$ cat src/rtl/nibble_serial_adder_if.sv
// Handshake and operand/result bundle for nibble_serial_adder.
// master: the side that supplies operands and consumes results.
// slave:  the adder itself.
interface nibble_serial_adder_if #(
  parameter int WIDTH = 32
);
  logic             in_valid;
  logic             in_ready;
  logic [WIDTH-1:0] a;
  logic [WIDTH-1:0] b;
  logic             sub;
  logic             out_valid;
  logic             out_ready;
  logic [WIDTH-1:0] sum;
  logic             cout;
  logic             overflow;

  modport master (
    output in_valid, a, b, sub, out_ready,
    input  in_ready, out_valid, sum, cout, overflow
  );

  modport slave (
    input  in_valid, a, b, sub, out_ready,
    output in_ready, out_valid, sum, cout, overflow
  );
endinterface

$ cat src/rtl/nibble_serial_adder.sv
// Multi-cycle WIDTH-bit adder/subtractor. Operands are latched once, then
// streamed one nibble per cycle through a single 4-bit CLA slice whose
// carry-out is registered and fed back as the next nibble's carry-in.
// Optional feature macro: NIBBLE_ADDER_SUB_EN (subtraction support). When it
// is undefined, the sub input is ignored and the block only adds.

// 4-bit carry-lookahead slice: all carries computed from generate/propagate.
module nibble_serial_adder_cla4 (
  input  logic [3:0] x,
  input  logic [3:0] y,
  input  logic       ci,
  output logic [3:0] s,
  output logic       co
);
  logic [3:0] g;
  logic [3:0] p;
  logic [4:0] c;

  assign g = x & y;
  assign p = x ^ y;
  assign c[0] = ci;
  assign c[1] = g[0] | (p[0] & ci);
  assign c[2] = g[1] | (p[1] & g[0]) | (p[1] & p[0] & ci);
  assign c[3] = g[2] | (p[2] & g[1]) | (p[2] & p[1] & g[0])
              | (p[2] & p[1] & p[0] & ci);
  assign c[4] = g[3] | (p[3] & g[2]) | (p[3] & p[2] & g[1])
              | (p[3] & p[2] & p[1] & g[0]) | (p[3] & p[2] & p[1] & p[0] & ci);
  assign s  = p ^ c[3:0];
  assign co = c[4];
endmodule

module nibble_serial_adder #(
  parameter int WIDTH = 32
) (
  input logic                    clk,
  input logic                    rst,
  nibble_serial_adder_if.slave   bus
);
  localparam int NIBBLES = WIDTH / 4;
  localparam int IDX_W   = $clog2(NIBBLES);
  localparam logic [IDX_W-1:0] LAST = IDX_W'(NIBBLES - 1);

  typedef enum logic [1:0] {IDLE, RUN, DONE} state_t;

  state_t           state;
  state_t           state_next;
  logic [IDX_W-1:0] idx;
  logic             carry;
  logic [WIDTH-1:0] a_lat;
  logic [WIDTH-1:0] b_eff;
  logic [WIDTH-1:0] sum_r;
  logic             cout_r;
  logic             ovf_r;

  logic [WIDTH-1:0] b_in;
  logic             carry_in;
  logic [3:0]       a_nib;
  logic [3:0]       b_nib;
  logic [3:0]       s_nib;
  logic             c_nib;

`ifdef NIBBLE_ADDER_SUB_EN
  // Subtraction as a + ~b + 1: invert b and start the chain with carry 1.
  assign b_in     = bus.sub ? ~bus.b : bus.b;
  assign carry_in = bus.sub;
`else
  // Add-only build: sub is accepted on the port but has no effect.
  logic unused_sub;
  assign unused_sub = bus.sub;
  assign b_in       = bus.b;
  assign carry_in   = 1'b0;
`endif

  // Select the idx-th nibble of each latched operand for the shared slice.
  assign a_nib = 4'(a_lat >> {idx, 2'b00});
  assign b_nib = 4'(b_eff >> {idx, 2'b00});

  nibble_serial_adder_cla4 u_slice (
    .x  (a_nib),
    .y  (b_nib),
    .ci (carry),
    .s  (s_nib),
    .co (c_nib)
  );

  // State register.
  always_ff @(posedge clk) begin
    if (rst) state <= IDLE;
    else     state <= state_next;
  end

  // Next-state logic; handshake outputs decode from state only.
  always_comb begin
    state_next    = state;
    bus.in_ready  = 1'b0;
    bus.out_valid = 1'b0;
    case (state)
      IDLE: begin
        bus.in_ready = 1'b1;
        if (bus.in_valid) state_next = RUN;
      end
      RUN: begin
        if (idx == LAST) state_next = DONE;
      end
      DONE: begin
        bus.out_valid = 1'b1;
        if (bus.out_ready) state_next = IDLE;
      end
      default: state_next = IDLE;
    endcase
  end

  // Operand capture, nibble-serial accumulation and final flag capture.
  always_ff @(posedge clk) begin
    if (rst) begin
      idx    <= '0;
      carry  <= 1'b0;
      sum_r  <= '0;
      cout_r <= 1'b0;
      ovf_r  <= 1'b0;
    end else begin
      case (state)
        IDLE: begin
          if (bus.in_valid) begin
            a_lat <= bus.a;
            b_eff <= b_in;
            carry <= carry_in;
            idx   <= '0;
          end
        end
        RUN: begin
          for (int i = 0; i < NIBBLES; i++) begin
            if (idx == IDX_W'(i)) sum_r[4*i +: 4] <= s_nib;
          end
          carry <= c_nib;
          idx   <= idx + 1'b1;
          if (idx == LAST) begin
            cout_r <= c_nib;
            // Like-signed operands producing an opposite-signed result.
            ovf_r  <= (a_lat[WIDTH-1] == b_eff[WIDTH-1]) &&
                      (s_nib[3] != a_lat[WIDTH-1]);
          end
        end
        default: ;
      endcase
    end
  end

  assign bus.sum      = sum_r;
  assign bus.cout     = cout_r;
  assign bus.overflow = ovf_r;
endmodule
$ cat src/flat_wrapper.sv
// flat-port wrapper written by rule: the top's interface ports become plain ports
module nibble_serial_adder_flat 
#(
  parameter int WIDTH = 32
)
  (clk, rst, bus_in_valid, bus_a, bus_b, bus_sub, bus_out_ready, bus_in_ready, bus_out_valid, bus_sum, bus_cout, bus_overflow);
  nibble_serial_adder_if #(.WIDTH(WIDTH)) bus_i ();
  input logic clk;
  input logic rst;
  input wire logic [$bits(bus_i.in_valid)-1:0] bus_in_valid;
  input wire logic [$bits(bus_i.a)-1:0] bus_a;
  input wire logic [$bits(bus_i.b)-1:0] bus_b;
  input wire logic [$bits(bus_i.sub)-1:0] bus_sub;
  input wire logic [$bits(bus_i.out_ready)-1:0] bus_out_ready;
  output wire logic [$bits(bus_i.in_ready)-1:0] bus_in_ready;
  output wire logic [$bits(bus_i.out_valid)-1:0] bus_out_valid;
  output wire logic [$bits(bus_i.sum)-1:0] bus_sum;
  output wire logic [$bits(bus_i.cout)-1:0] bus_cout;
  output wire logic [$bits(bus_i.overflow)-1:0] bus_overflow;
  assign bus_i.in_valid = bus_in_valid;
  assign bus_i.a = bus_a;
  assign bus_i.b = bus_b;
  assign bus_i.sub = bus_sub;
  assign bus_i.out_ready = bus_out_ready;
  assign bus_in_ready = bus_i.in_ready;
  assign bus_out_valid = bus_i.out_valid;
  assign bus_sum = bus_i.sum;
  assign bus_cout = bus_i.cout;
  assign bus_overflow = bus_i.overflow;
  nibble_serial_adder #(.WIDTH(WIDTH)) u_core (.clk(clk), .rst(rst), .bus(bus_i));
endmodule
$ cat config.mk
export PLATFORM = sky130hd
export DESIGN_NAME = nibble_serial_adder_flat
export DESIGN_NICKNAME = d
export VERILOG_FILES = /design/src/rtl/nibble_serial_adder_if.sv /design/src/rtl/nibble_serial_adder.sv /design/src/flat_wrapper.sv
export SDC_FILE = /design/constraint.sdc
export NUM_CORES = 1
export LEC_CHECK = 0
export ABC_CLOCK_PERIOD_IN_PS = 7700
export CAP_MARGIN = 30
export CORE_MARGIN = 3
export CORE_UTILIZATION = 45
export DETAILED_ROUTE_END_ITERATION = 10
export PLACE_DENSITY = 0.74
export SYNTH_ARGS = -nofsm -noshare
export SYNTH_HDL_FRONTEND = slang
export SYNTH_SLANG_ARGS = --single-unit
$ cat constraint.sdc
create_clock -name clk -period 7.7 [get_ports clk]
set_input_delay 1.54 -clock clk [delete_from_list [all_inputs] [get_ports clk]]
set_output_delay 1.54 -clock clk [all_outputs]
set_load 0.03 [all_outputs]
# ---- After elaboration in Yosys (flattened, before gate mapping)
# Cells that the tools add are included.
dict set report word_totals {
  out_inout_bits 36
  ff_bits 104
  inputBits 69
  word_cells 87
}
dict set report op_classes {
  reduce_logical 15
  n_addsub 1
  n_eq_ne 14
  n_mux 10
  n_bitwise 30
  shifts 2
}
# cell count
set op_table {}
lappend op_table {{$shr 32x5->4} 2}
lappend op_table {{$reduce_and 2->1} 9}
lappend op_table {{$and 1x1->1} 16}
lappend op_table {{$eq 3x3->1 const B} 4}
lappend op_table {{$or 1x1->1} 10}
lappend op_table {{$xor 4x4->4} 2}
lappend op_table {{$eq 3x2->1 const B} 2}
lappend op_table {{$mux 2} 3}
lappend op_table {{$pmux 2 s3} 1}
lappend op_table {{$pmux 3 s2} 1}
lappend op_table {{$reduce_and 3->1} 2}
lappend op_table {{$and 4x4->4} 1}
lappend op_table {{$ne 2x2->1 const B} 2}
lappend op_table {{$add 3x1->3 const B} 1}
lappend op_table {{$eq 3x1->1 const B} 1}
lappend op_table {{$logic_not 3->1} 1}
lappend op_table {{$mux 1} 3}
lappend op_table {{$mux 3} 1}
lappend op_table {{$eq 2x1->1 const B} 1}
lappend op_table {{$eq 2x2->1 const B} 1}
lappend op_table {{$logic_not 2->1} 1}
lappend op_table {{$ne 2x1->1 const B} 1}
lappend op_table {{$pmux 1 s2} 1}
lappend op_table {{$reduce_bool 2->1} 1}
lappend op_table {{other kinds (4)} 4}

# ---- Logic depth before layout (Yosys ltp)
# Gate-level depths: netlist of run 1.
dict set report logic_depth {
  depth_word 9
  depth_mapped 11
  mapped_depth_nobuf 9
}

# ---- By module
# Synthesis of run 1 repeated with hierarchy kept, for this count alone.
dict set report hier_totals {
  hier_cells 298
  hier_area_um2 4259.1
}
# mod seq_area_each_um2 cells_each n_inst area_per_inst_um2
set modules_own_cells {}
lappend modules_own_cells {nibble_serial_adder 2722.6 281 1 4111.4}
lappend modules_own_cells {nibble_serial_adder_cla4 0.0 17 1 147.6}

# ---- Worst setup path before layout of run 1
# No wires, ideal clock.
dict set report synth_timing {
  path_kind {input to register}
  start {input rst}
  end {register u_core.a_lat[0], enable pin}
  setup_ns 0.565
  path_stages 3
  required_time_ns 7.135
  slack_ns 0.835
  arrival_time_ns 6.301
  path_buffers 2
  path_cell_list {clkbuf_1 -> clkbuf_1 -> nor3_1}
}
dict set report synth_via {
  elab_chain_cells 2
}
# element line_no
set synth_lines {}
lappend synth_lines {{start: declaration} flat_wrapper.sv:9} ;# input logic rst;
lappend synth_lines {{$not 1->1 (no line)} --}
lappend synth_lines {{$reduce_and 3->1 (no line)} --}
lappend synth_lines {{end signal: assignment} nibble_serial_adder.sv:125} ;# a_lat <= bus.a;
lappend synth_lines {{end: declaration} nibble_serial_adder.sv:49} ;# logic [WIDTH-1:0] a_lat;
# Every way passes these cells.
# A chain may end at the register's enable or synchronous reset.

# ---- Worst setup path after layout of run 1
dict set report layout_timing {
  start {register u_core.idx[1]}
  end {register u_core.ovf_r, in the netlist u_core.bus.overflow}
}
dict set report layout_via {
  elab_chain_cells 9
  word_cells_on_any_way 17
  cone_classes {eq/ne: 2; shift: 2; bitwise: 11; reduce/logical: 2}
}
# element line_no
set layout_lines {}
lappend layout_lines {{start: declaration} nibble_serial_adder.sv:47} ;# logic [IDX_W-1:0] idx;
lappend layout_lines {{start signal: assignment} nibble_serial_adder.sv:136} ;# idx <= idx + 1'b1;
lappend layout_lines {{$shr 32x5->4 (on tied branches)} {nibble_serial_adder.sv:75, nibble_serial_adder.sv:76}}
lappend layout_lines {{$xor 4x4->4 / $and 4x4->4 (equally long branches)} {nibble_serial_adder.sv:20, nibble_serial_adder.sv:19}}
lappend layout_lines {{$and 1x1->1 (on tied branches)} {nibble_serial_adder.sv:24, nibble_serial_adder.sv:25}}
lappend layout_lines {{$or 1x1->1, or another cell as far along} nibble_serial_adder.sv:24} ;# assign c[3] = g[2] | (p[2] & g[1]) | (p[2] & p[1] & g[0])
lappend layout_lines {{$or 1x1->1 / $and 1x1->1 (equally long branches)} {nibble_serial_adder.sv:24, nibble_serial_adder.sv:25}}
lappend layout_lines {{$or 1x1->1} nibble_serial_adder.sv:25} ;# | (p[2] & p[1] & p[0] & ci);
lappend layout_lines {{$xor 4x4->4} nibble_serial_adder.sv:28} ;# assign s = p ^ c[3:0];
lappend layout_lines {{$ne 1x1->1} nibble_serial_adder.sv:141} ;# (s_nib[3] != a_lat[WIDTH-1]);
lappend layout_lines {{$logic_and 1x1->1} nibble_serial_adder.sv:140} ;# ovf_r <= (a_lat[WIDTH-1] == b_eff[WIDTH-1]) &&
lappend layout_lines {{end signal: assignment} nibble_serial_adder.sv:140}
lappend layout_lines {{end: declaration} nibble_serial_adder.sv:53} ;# logic ovf_r;
# Parallel ways exist; a longest one is shown, timed or not.

==> impl_results.md, run 1 <==
* Max-cap viol count at 0
* Initial Utilization at 0.472
* Num rows at 34
* Ys flop type: edfxtp_1
* R2R setup slack at ~4400 ps
* Reg power frac at 0.543
* Worst R2R Path Depth at 9
* Fin. max-slew vios at 0
* Setup WS pre-CTS at 4250 ps
* Ports at approximately 110
* Ant diodes at 0
* Worst Hold Path Cells at 2
* Worst Clk Skew at between 9 and 10 ps
* DP HPWL at between 5 and 6 mm
* Largest net degree at the start of global routing at 65
* Pwr dens at about 210 mW/mm2
* Tmin final at 3320 ps
* Internal at between 0.8 and 0.9 mW
* Maximum vdd drop at 0.116 mV
* CP Class: flop to flop
* Final worst path period share at 0.431
* Final Util at 0.624
* Cell Count, Final, Fillers Out at 540
* Vias per cell at roughly 5.3
* Leading area contributor after synthesis: edfxtp_1
* Dominant cells by area after synthesis: edfxtp_1 46%, dfxtp_1 19%, mux4_2 8.6%
* Hold Path End: u_core.bus.sum[5]$_SDFFE_PP0P_
* Worst slew margin at 0.362
* Core Box Area at between 0.008 and 0.009 mm2
* Sw Pwr at 0.273 mW
* Yosys warning total at 0
* Layout cells sized above 1 at 0.0903
* Initial antenna violation count at 0
* Outcome: finished, final reports clean
* List of most frequent post-synthesis cells: 64 x edfxtp_1, 63 x nand2_1, 40 x dfxtp_1
* Post-route ant nets at 0
* Post-route setup slack at around 4400 ps
* WL/cell at 15.5 um
* DR iter-0 viols at 96
* CP Data Required Time at between 7000 and 8000 ps
* CTS tree: done
* GPL Wtd Cong at between 0.7 and 0.8
* Multi-input logic area at 0.00137 mm2
* Seq/Total Area, Yosys at 0.648
* First-pass DRT Iterations at 4
* Worst r2r dst: u_core.bus.overflow$_SDFFE_PP0P_
* CTS buffer count at 9
* RR Startpoint: u_core.idx[1]$_SDFFE_PP0P_
* H-tree depth at 3
* Endpoint type of the worst setup path: flop
* Arr. time, crit path at 3600 ps
* CTS sink cnt at approximately 100
* Yosys cell types at 36
* FF+latch count, synth at between 100 and 150
* First-pass GRT wire length at 13.7 mm
* Remaining DRCs at 0
* Pleak at ~1.9 nW
* Total power at 1.14 mW
* Port Buffers at roughly 100
* Post-CTS Setup Bufs at 0
* Hold Crit Start: u_core.bus.sum[5]$_SDFFE_PP0P_
* CTS resizes at 0
* Post-Syn Area at around 0.0042 mm2
* Startpoint types: flop
* Clock share of power at 0.338
* Horiz. Die Dim at between 100 and 150 um
* Post-synth EDFFs at 64
* Yosys top cell area share at 0.458
* DIE HEIGHT at 103 um
* CTS Hold Bufs at 0
* Die Area at around 0.011 mm2
* HP Class: flop to flop
* Post-route cell area at around 0.0055 mm2
* Total GRT Usage at 0.171
* Maximum clock rate at roughly 300 MHz
* Clk_lat worst skew at around 370 ps
* Fillcell total at about 690
* Synth Instances at about 330
* WHS at 458 ps
* Register cell area after layout at ~0.0027 mm2
* Clock buffer depth at 2
* Comb pwr share at 0.118
* Grt ovf at 0
* DR vias at between 2000 and 3000
* Dpl cells at 524
* Setup violations, final at 0
* Root Buffer: clkbuf_8
* Unrepaired setup endpoints after global routing: no
* Net Sw Frac at 0.239
* Dpl cell area at between 0.005 and 0.006 mm2
* Clk slew on worst S/H paths at ~100 ps
* Asr flop ratio synth at 0
* Nets at just over 500
* Syn_area_per_cell at 12.8 um2
* Most common cell in the netlist: edfxtp_1
* Syn-to-layout area delta at 32.1%
* Max FO, Critical Path at 20
* Final Hold Vio Count at 0
* Final TNS setup at 0 ps
* Vias in the first global route at ~2800
* Routed WL at around 8.4 mm
* Post-Syn Nets at just over 400
* Least-Margin Pin Slew at approximately 960 ps
==> worst max path at each step <==
stage,from,to,slack (ps),cells after the start
after floorplan,rst,u_core.a_lat[0]$_DFFE_PP_,830,3
after global placement,rst,u_core.b_eff[26]$_DFFE_PP_,4270,4
after detailed placement,rst,u_core.b_eff[7]$_DFFE_PP_,4250,4
after CTS,u_core.idx[1]$_SDFFE_PP0P_,u_core.bus.overflow$_SDFFE_PP0P_,4350,9
after global routing,u_core.idx[0]$_SDFFE_PP0P_,u_core.bus.cout$_SDFFE_PP0P_,4130,10
final,u_core.idx[1]$_SDFFE_PP0P_,u_core.bus.overflow$_SDFFE_PP0P_,4380,9
==> layout make-up <==
type / count / area share
flip-flops and latches: 104 / 0.491
multi-input cells: 198 / 0.247
clock buffers: 9 / 0.0223
repair buffers: 106 / 0.190
well taps: 108 / 0.0244
inverters: 8 / 0.00541
clock inverters: 7 / 0.0196
==> cells by family after synthesis <==
group                    Yosys count  synth area share
AO/OA/AOI/OAI                     48            0.0709
XOR/XNOR                           1           0.00209
adder cells (fa/ha/maj)           11            0.0346
buffers and inverters             25            0.0259
flip-flops                       104             0.648
multiplexers                      16            0.0858
AND/OR/NAND/NOR                  122             0.132
==> registers in the layout, indices dropped and copies added (netlist names) <==
signal               count
u_core.state             2
u_core.a_lat            32
u_core.b_eff            32
u_core.bus.overflow      1
u_core.carry             1
u_core.bus.cout          1
u_core.bus.sum          32
u_core.idx               3
==> worst max-delay path, stage by stage (launching register included) <==
cell and delay, ps:
dfxtp_1 960, mux4_2 420, nand2_1 80, and2_1 180, inv_1 60, ha_1 310, a211o_1 310, a211o_1 410
a31o_1 280, a311oi_2 210
==> placed cells by master, fill, tap and decap left out, drive strengths merged <==
master | netlist | layout
edfxtp | 64 | 64
nand4 | 9 | 9
and2 | 7 | 7
dfxtp | 40 | 40
mux4 | 16 | 16
a311oi | 1 | 1
o21a | 1 | 1
nand4b | 1 | 1
a31o | 2 | 2
buf | 8 | 3
clkdlybuf4s50 | 0 | 103
a21oi | 29 | 29
clkinv | 1 | 2
nor2b | 2 | 2
and4 | 1 | 1
inv | 7 | 11
a22oi | 1 | 1
nand2 | 63 | 63
a21o | 1 | 1
nor3b | 1 | 1
xnor2 | 1 | 1
nand2b | 4 | 4
and3 | 3 | 3
fa | 1 | 1
nand3 | 11 | 11
a211oi | 9 | 9
o21ai | 1 | 1
ha | 10 | 10
a211o | 2 | 2
nor2 | 18 | 18
nor3 | 2 | 2
bufinv | 0 | 2
clkbuf | 9 | 9
o21bai | 1 | 1
==> power by group through the flow <==
stage	logic [mW]	clock network (mW)	registers, mW
after floorplan	0.0714	0	0.638
after global placement	0.135	0	0.632
after detailed placement	0.137	0	0.633
after CTS	0.137	0.395	0.620
after global routing	0.148	0.420	0.622
final	0.135	0.386	0.620
==> layer usage <==
layer / part of all wire / global-route usage / wire [um] / vias up
li1: - / - / - / 1391
met1: 0.44 / 0.228 / 3690 / 1351
met2: 0.48 / 0.274 / 4040 / 100
met3: 0.066 / 0.0392 / 549 / 8
met4: 0.011 / 0.0626 / 89 / 0
met5: 0 / 0 / 0 / -
(Power assumes the default switching activity.)
==> run 2: changes to the inputs <==
Settings changed: ABC_CLOCK_PERIOD_IN_PS 7700 to 3100.
Clock period 7.7 ns to 3.1 ns, I/O delays scaled along.
==> impl_results.md, run 2 (synthesized netlist as in run 1, its figures left out) <==
* Outcome: finished, final reports clean
* Pwr dens at about 470 mW/mm2
* Most used cell, CP: a211o_1
* Dpl cells at between 500 and 600
* Ports at 105
* GPL Wtd Cong at about 0.80
* Tmin final at 2880 ps
* Maximum clock rate at about 350 MHz
* DR vias at 2900
* Post-route ant nets at 0
* Maximum vdd drop at ~0.26 mV
* Startpoint types: flop
* Core Box Area at 0.00889 mm2
* Clk_lat worst skew at approximately 360 ps
* Post-CTS Setup Bufs at 0
* Nets at between 500 and 600
* Root Buffer: clkbuf_8
* Final Hold Vio Count at 0
* Commonest non-fill, non-tap cells in the layout: 103 x clkdlybuf4s50_1, 64 x edfxtp_1, 63 x nand2_1
* CTS tree: done
* Vias in the first global route at roughly 2900
* Num rows at 34
* Critical Path Max Stage Delay at about 500 ps
* Max FO, Critical Path at 13
* Layout cells sized above 1 at 0.105
* CTS sink cnt at ~100
* Unrepaired setup endpoints after global routing: no
* Arr. time, crit path at between 3000 and 4000 ps
* Initial antenna violation count at 0
* CTS Hold Bufs at 0
* Total GRT Usage at 0.175
* Max-cap viol count at 0
* Pleak at 1.90 nW
* Commonest non-fill, non-tap cell in the layout: clkdlybuf4s50_1
* Fillcell total at approximately 700
* CP Class: flop to flop
* CTS resizes at 0
* First-pass DRT Iterations at 4
* H-tree depth at 3
* WL/cell at 16.0 um
* CP Data Required Time at around 3400 ps
* CTS buffer count at 9
* Slowest CP cell: mux4_2
* HP Class: flop to flop
* Endpoint type of the worst setup path: flop
* DR iter-0 viols at around 110
* Port Buffers at just over 100
* Horiz. Die Dim at between 100 and 150 um
* Routed WL at 8.76 mm
* Clk slew on worst S/H paths at ~100 ps
* Largest net degree at the start of global routing at 65
* Syn-to-layout area delta at 32.8%
* Ant diodes at 0
* First-pass GRT wire length at 14.1 mm
* Least-Margin Pin Slew at 761 ps
* DIE HEIGHT at about 100 um
* Final TNS setup at 0 ps
* Worst slew margin at 0.489
* Grt ovf at 0
* DP HPWL at approximately 6.5 mm
* Clock buffer depth at 2
* Worst Clk Skew at 14.0 ps
* Setup violations, final at 0
* Fin. max-slew vios at 0
* CP Cell Sequence: buf_12, mux4_2, nand2_1, and2_1, inv_1, ha_1, a211o_1, a211o_1, a31o_1, a311oi_2
* Cell Count, Final, Fillers Out at about 550
* Final worst path period share at 0.929
* Initial Utilization at 0.472
* Vias per cell at 5.29
* Die Area at roughly 0.011 mm2
* Remaining DRCs at 0
## run 2: cell count changes in the layout (fill, tap and decap cells not counted), sizes merged
cell      previous run  this run
inv                 11         8
clkinv               2         6
bufinv               2         0
buf                  3        11
clkinvlp             0         1
## run 2: through the flow
stage | power [mW] | worst slack [ps] | utilization | area [um2] | hold WS [ps]
2_1_floorplan | 1.76 | 116 | - | 4210 | 459
3_3_place_gp | 1.92 | 242 | 0.608 | 5410 | 444
3_5_place_dp | 1.93 | 224 | 0.608 | 5410 | 450
4_1_cts | 2.67 | 202 | 0.627 | 5580 | 465
5_1_grt | 2.76 | 59.5 | 0.627 | 5580 | 488
6_report | 2.64 | 220 | 0.627 | 5580 | 462
## run 2: critical path: cells and delay by family, from the launching register on
family	cells	cell delay [ps]
AOI/OAI and AO/OA	4	1150
muxes	1	500
buffers and inverters	2	230
and+or+nand+nor	2	260
adders and majority gates	1	300
DFF	1	370
## run 2: worst paths after layout
| check | start | endpoint | slack [ps] | depth (start not counted) |
|---|---|---|---|---|
| max | u_core.idx[0]$_SDFFE_PP0P_ | u_core.bus.overflow$_SDFFE_PP0P_ | 220 | 10 |
| min reg2reg | u_core.bus.sum[5]$_SDFFE_PP0P_ | u_core.bus.sum[5]$_SDFFE_PP0P_ | 460 | 2 |
| min | u_core.bus.sum[5]$_SDFFE_PP0P_ | u_core.bus.sum[5]$_SDFFE_PP0P_ | 460 | 2 |
| max reg2reg | u_core.idx[0]$_SDFFE_PP0P_ | u_core.bus.overflow$_SDFFE_PP0P_ | 220 | 10 |
## run 2: per-layer routing
layer | global-route usage | wire, um | vias up
met4 | 0.0545 | 75 | 0
met5 | 0 | 0 | -
li1 | - | - | 1410
met1 | 0.225 | 3750 | 1372
met3 | 0.0433 | 653 | 7
met2 | 0.293 | 4280 | 111
## run 2: cell type report
type / count / area, um2 / area share
flip-flops and latches: 104 / 2720 / 0.488
multi-input cells: 198 / 1380 / 0.247
repair buffers: 114 / 1140 / 0.204
well taps: 108 / 135 / 0.0242
clock buffers: 9 / 124 / 0.0222
clock inverters: 7 / 47.5 / 0.00853
inverters: 8 / 30.0 / 0.00538
## run 2: report_power, final
group,leakage (nW),switching (mW),internal [mW]
Sequential,0.917,0.0175,1.52
Clock,0.0870,0.454,0.292
Combinational,0.891,0.180,0.181
Total,1.90,0.651,1.99
==> run 3: changes to the inputs <==
Settings changed: SKIP_LAST_GASP set to 1.
==> results of run 3 <==
Same layout as run 2: the final DEF is identical, and so are final timing and power.
